[config.mk]
export PLATFORM = sky130hd
export DESIGN_NAME = multi_digit_updown_counter
export DESIGN_NICKNAME = d
export VERILOG_FILES = /design/src/rtl/multi_digit_updown_counter.sv
export SDC_FILE = /design/constraint.sdc
export NUM_CORES = 1
export LEC_CHECK = 0
export CELL_PAD_IN_SITES_DETAIL_PLACEMENT = 0
export CELL_PAD_IN_SITES_GLOBAL_PLACEMENT = 1
export CORE_AREA = 2 2 116 118
export CTS_BUF_LIST = sky130_fd_sc_hd__clkbuf_16
export CTS_CLUSTER_SIZE = 30
export DETAILED_ROUTE_END_ITERATION = 10
export DIE_AREA = 0 0 118 120
export DONT_BUFFER_PORTS = 1
export PLACE_DENSITY_LB_ADDON = 0.1
export SLEW_MARGIN = 20
export SYNTH_ARGS = -nofsm -noshare
export SYNTH_HDL_FRONTEND = slang
export SYNTH_SLANG_ARGS = --single-unit
[constraint.sdc]
create_clock -name clk -period 3.9 [get_ports clk]
set_input_delay 0.195 -clock clk [delete_from_list [all_inputs] [get_ports clk]]
set_output_delay 0.195 -clock clk [all_outputs]
set_load 0.02 [all_outputs]
[src/rtl/multi_digit_updown_counter.sv]
// ---------------------------------------------------------------------------
// multi_digit_updown_counter
//
// N-digit up/down counter in a configurable radix with wrap or saturate
// behaviour at the limits, synchronous load, and hold-to-repeat on the
// up/down keys. Every digit drives its own seven-segment pattern.
//
// Parameters:
//   DIGITS        number of digits (1..8)
//   BASE          radix per digit (2..16)
//   SATURATE      0 = wrap at limits, 1 = clamp at limits
//   REPEAT_DELAY  cycles from press to first auto-repeat step (0 = off)
//   REPEAT_PERIOD cycles between later auto-repeat steps (>= 1)
//
// Ports:
//   clk       system clock
//   rst       synchronous reset, active-high
//   up_lvl    debounced level of the up key (1 = pressed)
//   down_lvl  debounced level of the down key
//   load      synchronous load strobe
//   load_val  packed digit values to load, digit 0 in [3:0]
//   digits    current count, packed, digit 0 least significant
//   segm      seven-segment patterns, digit i in [7i+6:7i], active-low,
//             bit 0 = segment a ... bit 6 = segment g
//   ovf       one-cycle pulse on an up step at maximum
//   unf       one-cycle pulse on a down step at zero
// ---------------------------------------------------------------------------
module multi_digit_updown_counter #(
  parameter int unsigned DIGITS        = 4,
  parameter int unsigned BASE          = 10,
  parameter int unsigned SATURATE      = 0,
  parameter int unsigned REPEAT_DELAY  = 25000000,
  parameter int unsigned REPEAT_PERIOD = 5000000
) (
  input  logic                  clk,
  input  logic                  rst,
  input  logic                  up_lvl,
  input  logic                  down_lvl,
  input  logic                  load,
  input  logic [4*DIGITS-1:0]   load_val,
  output logic [4*DIGITS-1:0]   digits,
  output logic [7*DIGITS-1:0]   segm,
  output logic                  ovf,
  output logic                  unf
);

  localparam logic [3:0]  MAXD   = 4'(BASE - 1);
  localparam int unsigned TMAX   = (REPEAT_DELAY > REPEAT_PERIOD) ? REPEAT_DELAY : REPEAT_PERIOD;
  localparam int unsigned TW     = (TMAX < 2) ? 1 : $clog2(TMAX);
  localparam int unsigned DLY_M1 = (REPEAT_DELAY  > 0) ? REPEAT_DELAY  - 1 : 0;
  localparam int unsigned PER_M1 = (REPEAT_PERIOD > 0) ? REPEAT_PERIOD - 1 : 0;

  // Index 0 = up key, index 1 = down key.
  logic [1:0]           w_lvl;
  logic [1:0]           r_prev;
  logic [1:0]           w_press;
  logic [1:0]           w_rep_hit;
  logic [1:0]           w_step;
  logic [1:0]           r_rep;    // 0: waiting for first repeat, 1: in periodic phase
  logic [TW-1:0]        r_tmr [2];

  logic [4*DIGITS-1:0]  r_digits;
  logic                 r_ovf;
  logic                 r_unf;
  logic [4*DIGITS-1:0]  w_inc;
  logic [4*DIGITS-1:0]  w_dec;
  logic [4*DIGITS-1:0]  w_clamped;
  logic                 w_all_max;
  logic                 w_all_zero;

  assign w_lvl = {down_lvl, up_lvl};

  // Press and repeat-step detection. The repeat target switches from the
  // initial delay to the period once the first repeat has fired.
  always_comb begin
    w_press   = '0;
    w_rep_hit = '0;
    w_step    = '0;
    for (int unsigned k = 0; k < 2; k++) begin
      w_press[k]   = w_lvl[k] & ~r_prev[k];
      w_rep_hit[k] = (REPEAT_DELAY != 0) && w_lvl[k] && !w_press[k] &&
                     (r_tmr[k] == (r_rep[k] ? TW'(PER_M1) : TW'(DLY_M1)));
      w_step[k]    = w_press[k] | w_rep_hit[k];
    end
  end

  // Timers run independently of load; only reset or a released key clears them.
  always_ff @(posedge clk) begin
    if (rst) begin
      r_prev <= '0;
      r_rep  <= '0;
      for (int unsigned k = 0; k < 2; k++) begin
        r_tmr[k] <= '0;
      end
    end else begin
      r_prev <= w_lvl;
      for (int unsigned k = 0; k < 2; k++) begin
        if (!w_lvl[k] || w_press[k]) begin
          r_tmr[k] <= '0;
          r_rep[k] <= 1'b0;
        end else if (w_rep_hit[k]) begin
          r_tmr[k] <= '0;
          r_rep[k] <= 1'b1;
        end else if (REPEAT_DELAY != 0) begin
          r_tmr[k] <= r_tmr[k] + 1'b1;
        end
      end
    end
  end

  // Per-digit ripple increment/decrement and load clamping.
  always_comb begin
    logic carry;
    logic borrow;
    logic [3:0] d;
    w_inc      = '0;
    w_dec      = '0;
    w_clamped  = '0;
    carry      = 1'b1;
    borrow     = 1'b1;
    d          = '0;
    for (int unsigned i = 0; i < DIGITS; i++) begin
      d = r_digits[4*i +: 4];
      if (carry) begin
        if (d == MAXD) begin
          w_inc[4*i +: 4] = '0;
        end else begin
          w_inc[4*i +: 4] = d + 4'd1;
          carry           = 1'b0;
        end
      end else begin
        w_inc[4*i +: 4] = d;
      end
      if (borrow) begin
        if (d == '0) begin
          w_dec[4*i +: 4] = MAXD;
        end else begin
          w_dec[4*i +: 4] = d - 4'd1;
          borrow          = 1'b0;
        end
      end else begin
        w_dec[4*i +: 4] = d;
      end
      // 5-bit compare keeps the check meaningful when BASE is 16.
      if ({1'b0, load_val[4*i +: 4]} > {1'b0, MAXD}) begin
        w_clamped[4*i +: 4] = MAXD;
      end else begin
        w_clamped[4*i +: 4] = load_val[4*i +: 4];
      end
    end
    w_all_max  = carry;
    w_all_zero = borrow;
  end

  always_ff @(posedge clk) begin
    if (rst) begin
      r_digits <= '0;
      r_ovf    <= 1'b0;
      r_unf    <= 1'b0;
    end else begin
      r_ovf <= 1'b0;
      r_unf <= 1'b0;
      if (load) begin
        r_digits <= w_clamped;
      end else if (w_step[0]) begin
        if (w_all_max) begin
          r_ovf <= 1'b1;
          if (SATURATE == 0) begin
            r_digits <= w_inc;
          end
        end else begin
          r_digits <= w_inc;
        end
      end else if (w_step[1]) begin
        if (w_all_zero) begin
          r_unf <= 1'b1;
          if (SATURATE == 0) begin
            r_digits <= w_dec;
          end
        end else begin
          r_digits <= w_dec;
        end
      end
    end
  end

  // Active-low hex-to-seven-segment decode, bit 0 = a ... bit 6 = g.
  function automatic logic [6:0] f_hex7seg(input logic [3:0] v);
    logic [6:0] s;
    case (v)
      4'h0: s = 7'h40;
      4'h1: s = 7'h79;
      4'h2: s = 7'h24;
      4'h3: s = 7'h30;
      4'h4: s = 7'h19;
      4'h5: s = 7'h12;
      4'h6: s = 7'h02;
      4'h7: s = 7'h78;
      4'h8: s = 7'h00;
      4'h9: s = 7'h10;
      4'hA: s = 7'h08;
      4'hB: s = 7'h03;
      4'hC: s = 7'h46;
      4'hD: s = 7'h21;
      4'hE: s = 7'h06;
      default: s = 7'h0E;
    endcase
    return s;
  endfunction

  always_comb begin
    segm = '0;
    for (int unsigned i = 0; i < DIGITS; i++) begin
      segm[7*i +: 7] = f_hex7seg(r_digits[4*i +: 4]);
    end
  end

  assign digits = r_digits;
  assign ovf    = r_ovf;
  assign unf    = r_unf;

endmodule

Word level (Yosys, flattened, before mapping)
Memories as Yosys holds them, arrays and structs flattened. A register that Yosys moved wholly into a read port is not among the register bits.
Index checks and enable logic that the tools add are counted.
{"block": "op_classes", "bitwise": 14, "n_mux": 77, "eq_ne": 9, "add_sub_neg": 10, "order_cmp": 4, "reduce_logical": 25}
{"operator": "$mux W25", "count": 8}
{"operator": "$mux W4", "count": 26}
{"operator": "$add A25 B1 Y25 const B", "count": 2}
{"operator": "$eq A25 B25 Y1", "count": 2}
{"operator": "$mux W16", "count": 3}
{"operator": "$mux W1", "count": 40}
{"operator": "$add A4 B1 Y4 const B", "count": 4}
{"operator": "$eq A4 B4 Y1 const B", "count": 4}
{"operator": "$gt A4 B4 Y1 const B", "count": 4}
{"operator": "$logic_not A4 Y1", "count": 4}
{"operator": "$sub A4 B1 Y4 const B", "count": 4}
{"operator": "$reduce_bool A3 Y1", "count": 4}
{"operator": "$ne A3 B2 Y1 const B", "count": 3}
{"operator": "$reduce_and A3 Y1", "count": 3}
{"operator": "$or A1 B1 Y1", "count": 8}
{"operator": "$logic_and A1 B1 Y1", "count": 4}
{"operator": "$logic_not A1 Y1", "count": 4}
{"operator": "$not A1 Y1", "count": 4}
{"operator": "$reduce_or A2 Y1", "count": 2}
{"operator": "$reduce_or A4 Y1", "count": 1}
{"operator": "$reduce_or A3 Y1", "count": 1}
{"operator": "$and A1 B1 Y1", "count": 2}
{"operator": "$logic_or A1 B1 Y1", "count": 2}
{"block": "word_totals", "rom_bits": 448, "mem_count": 5, "ramBits": 50, "output_inout_bits": 46, "input_bits": 21, "reg_bits": 22}
{"name": "(name not given)", "words": 16, "width": 7, "read_ports": 1, "rd_ports_with_merged_regs": 1, "wr": 0, "line_no": "190", "source": "case (v)"}
{"name": "(name not given)", "words": 16, "width": 7, "read_ports": 1, "rd_ports_with_merged_regs": 1, "wr": 0, "line_no": "190"}
{"name": "(name not given)", "words": 16, "width": 7, "read_ports": 1, "rd_ports_with_merged_regs": 1, "wr": 0, "line_no": "190"}
{"name": "(name not given)", "words": 16, "width": 7, "read_ports": 1, "rd_ports_with_merged_regs": 1, "wr": 0, "line_no": "190"}
{"name": "r_tmr", "words": 2, "width": 25, "read_ports": 2, "rd_ports_with_merged_regs": 0, "wr": 2, "line_no": "60", "source": "logic [TW-1:0] r_tmr [2];"}

Logic depth before layout (Yosys ltp)
{"block": "logic_depth", "depth_word": 11, "depth_mapped": 16, "mapped_depth_nobuf": 14}

Worst setup path after synthesis
No wires, ideal clock.
{"block": "synth_path", "path_kind": "reg-to-reg", "startpoint": "reg r_digits[1], in the netlist digits[1]", "endpoint": "reg, netlist name segm[22]", "n_path_buf": 1, "slack_ns": 0.233, "synth_period_minus_slack_ns": 3.667, "path_stages_with_launch": 13, "arrival_ns": 3.550, "required_time_ns": 3.783, "cell_sequence": "dfxtp_1 > clkbuf_1 > nand4bb_1 > or4b_2 > or4b_1 > a21oi_1 > a21oi_1 > a311o_1 > a31oi_1 > ha_1 > nor2_1 > mux2_2 > a32o_1"}
{"block": "synth_between", "elab_chain_cells": 8, "word_cells_on_any_way": 13, "classes_between": "2 x eq/ne; 8 x mux; 3 x reduce/logical"}
{"item": "from (decl)", "line_no": "62", "source": "logic [4*DIGITS-1:0] r_digits;"}
{"item": "from (signal assigned)", "line_no": "164", "source": "r_digits <= w_clamped;"}
{"item": "from (signal assigned)", "line_no": "169", "source": "r_digits <= w_inc;"}
{"item": "from (signal assigned)", "line_no": "172", "source": "r_digits <= w_inc;"}
{"item": "$eq A4 B4 Y1 / $logic_not A4 Y1 (equally long branches)", "line_no": "125, 135"}
{"item": "$mux W1 (on tied branches)", "line_no": "125, 135"}
{"item": "$mux W1 (on tied branches) (2 in a row)", "line_no": "124, 134"}
{"item": "$ne A3 B2 Y1 (no line) / $reduce_bool A3 Y1 (equally long branches)"}
{"item": "$reduce_and A3 Y1 (no line) *"}
{"item": "$mux W4 (no line) * (2 in a row)"}
Mark *: on every way between the ends. The rest lies on a longest branch, timed or not.
A chain may end at the register's enable or synchronous reset.

==> qor.yml <==
coreArea_sq_mm: 0.01298
period_needed_ns: 3.596
top_layer: "met4"
post-route-period-util_pct: 92.20
numPortBuffers: 0
area_delta_synth_final_pct: 12.57
cap_violations: 0
setup_violations: 0
dpl_cell_area_sq_mm: 0.006681
yosysWarningCount: 0
drc_errors: 0
wl_met1_mm: 6.573
timing.fmax_ghz: 0.2781
wl_mm: 14.64
relSlewSlack_pct: 45.41
route.met3.wl_um: 666
min_from: "rst"
hold_class: "in -> reg"
n_antenna_cell: 0
worstPathArrival_ns: 3.84
syn_area_sq_mm: 0.006233
slew_viol_final: 0
finalHoldViolations: 0
synth_edf_count: 50
drt-initial-drc-count: 426
crit-reg2reg-launch: "r_tmr[0][23]$_SDFFCE_PN0P_"
clk_latency_ns: 0.36
rows: 42
fin_area_sq_mm: 0.007017
status: "completed"
post-place-ws_ns: 0.2081
finalNetCount: 793
crit_path_start: "r_tmr[0][23]$_SDFFCE_PN0P_"
finalNonFillerCells: 929
overflow: 0
place.gp.congestion: 0.8772
clk_pin_slew_worst_paths_ns: 0.07
setup_slack_ns: 0.3043
grt_pass1_wl_mm: 23.96
start_util_pct: 48.02
num_vias: 5136
num_io_pins: 67
setup_tns_ns: 0
ir_drop_mv: 0.2309
synth_top_area_share_pct: 24.09
cts_made_buffers: 9
grt_antenna_before_repair: 0
final_layout_size_suffix_gt1_share_pct: 8.367
wl_per_cell_um: 15.76
place_inst: 909
grt.total_usage_pct: 20.96
cts_root_buf: "clkbuf_16"
p_total_mw: 2.572
viasPerCell: 5.529
cts_setup_buffers: 0
yosysSeqAreaShare_pct: 40.14
drtAntennaViolNets: 0
yosysTopAreaCell: "edfxtp_1"
worst_slew_pin_slew_ns: 0.8189
tritoncts: "yes"
rsz0062_at_grt: "false"
grt_max_degree: 35
yosysMostFrequentCell: "nor2_1"
cts_sinks: 100
die_w_um: 118
finClkSkew_ns: 0.009337
path_class: "reg -> reg"
die_y_um: 120
dieArea_sq_mm: 0.01416
synth_commonest_cells: "nor2_1 (80), nand2_1 (57), dfxtp_1 (50), edfxtp_1 (50), inv_1 (35)"
clockBufferDepth: 2
met2_length_mm: 7.068
powerDensity_mw_per_mm2: 366.5
grt_pass1_vias: 4906
synth_seq_cells: 100
yosys-top-cells-area: "edfxtp_1 (24%), dfxtp_1 (16%), ha_1 (4.8%), nor2_1 (4.8%), xor2_1 (4.4%)"
leakagePower_nw: 2.684
synthFlopType: "edfxtp_1"
crit_fanout: 15
cp.required_ns: 4.15
fillCellCount: 1210
cts_max_level: 3
drtPass1Iterations: 5
ys_types: 79
endpoint_kind: "flip-flop"
avgSynthCellArea_sq_um: 9.021
syn_inst: 691
async_flop_share_pct: 0
start_kind: "flip-flop"
dp_hpwl_mm: 10.55
[placed cells by master (no fill, tap or decap), types with 14 or more instances in the layout]
cell      synthesis  layout
inv_1            35      35
nor3_1           17      17
xnor2_1          22      22
dfxtp_1          50      50
buf_4             1      25
a21oi_1          25      25
nand4_1          17      17
xor2_1           31      31
nand3_1          28      28
and3_1           14      14
ha_1             24      24
o21ai_0          27      27
edfxtp_1         50      50
nor2_1           80      80
mux2i_1          16      16
nand2_1          57      57
conb_1            1      50
[routing by layer]
layer	track usage, %	up-vias
met5	0	-
met4	7.907	0
met3	4.800	26
met2	35.43	117
met1	26.15	2409
li1	-	2584
[area by class of cell]
| cell class | count | area (sq um) | area share, % |
|---|---|---|---|
| clock buffers | 9 | 225.2 | 3.210 |
| flip-flops and latches | 100 | 2502 | 35.66 |
| inverters | 37 | 138.9 | 1.979 |
| multi-input cells | 571 | 3652 | 52.05 |
| clock inverters | 7 | 50.05 | 0.7133 |
| repair buffers | 29 | 227.7 | 3.245 |
| well taps | 176 | 220.2 | 3.138 |
[what timing repair did]
| item | in CTS | in global routing |
|---|---|---|
| hold endpoints to repair | 8 | 0 |
| hold buffers | 4 | 0 |
| resized for setup | 0 | 4 |
| endpoints found under the setup margin | 0 | 9 |
[critical path: stages (launching register included)]
cell,delay (ns)
edfxtp_1,0.43
or4_4,0.57
nor4_4,0.37
o2111ai_1,0.16
buf_4,0.22
nand2_1,0.21
buf_4,0.18
o31ai_1,0.07
o22ai_1,0.14
nand2_1,0.08
a21oi_1,0.21
inv_1,0.10
ha_1,0.26
and3_1,0.16
a311o_1,0.31
[sequential cells by signal, indices dropped and copies added (netlist names)]
signal,count
r_prev,2
digits,16
r_rep,2
segm,28
unf,1
r_tmr,50
ovf,1
[kinds of logic (layout without fill, tap and decap cells)]
| logic type | count (synthesis) | count (layout) | share of synthesized area, % |
|---|---|---|---|
| AO/OA/AOI/OAI | 130 | 130 | 14.33 |
| XOR/XNOR | 53 | 53 | 7.447 |
| adder cells (fa/ha/maj) | 24 | 24 | 4.817 |
| buffers and inverters | 69 | 82 | 4.536 |
| flip-flops | 100 | 100 | 40.14 |
| multiplexers | 22 | 22 | 3.653 |
| other | 1 | 50 | 0.06016 |
| AND/OR/NAND/NOR | 292 | 292 | 25.01 |
[where the power goes]
group	total (mW)	internal, mW	switching (mW)
sequential	1.31	1.18	0.130
clock	0.850	0.436	0.414
combinational	0.408	0.172	0.236
total	2.57	1.79	0.781
[stage by stage]
step / hold WS [ns] / util, %
after CTS: 0.009974 / 53.90
final: 0.02337 / 54.06
after global routing: 0.02084 / 54.06
after detailed placement: 0.2735 / 51.47
after floorplan: 0.3301 / -
after global placement: 0.2671 / 51.47
[worst paths after layout]
check | to | slack [ns] | depth (start not counted)
setup / recovery | segm[3]$_DFF_P_ | 0.30 | 14
hold / removal | ovf$_SDFF_PP0_ | 0.02 | 2
setup reg to reg | segm[3]$_DFF_P_ | 0.30 | 14
hold reg to reg | r_rep[0]$_SDFFE_PP0P_ | 0.48 | 2
Note: power is estimated with default switching activity, not from simulation.
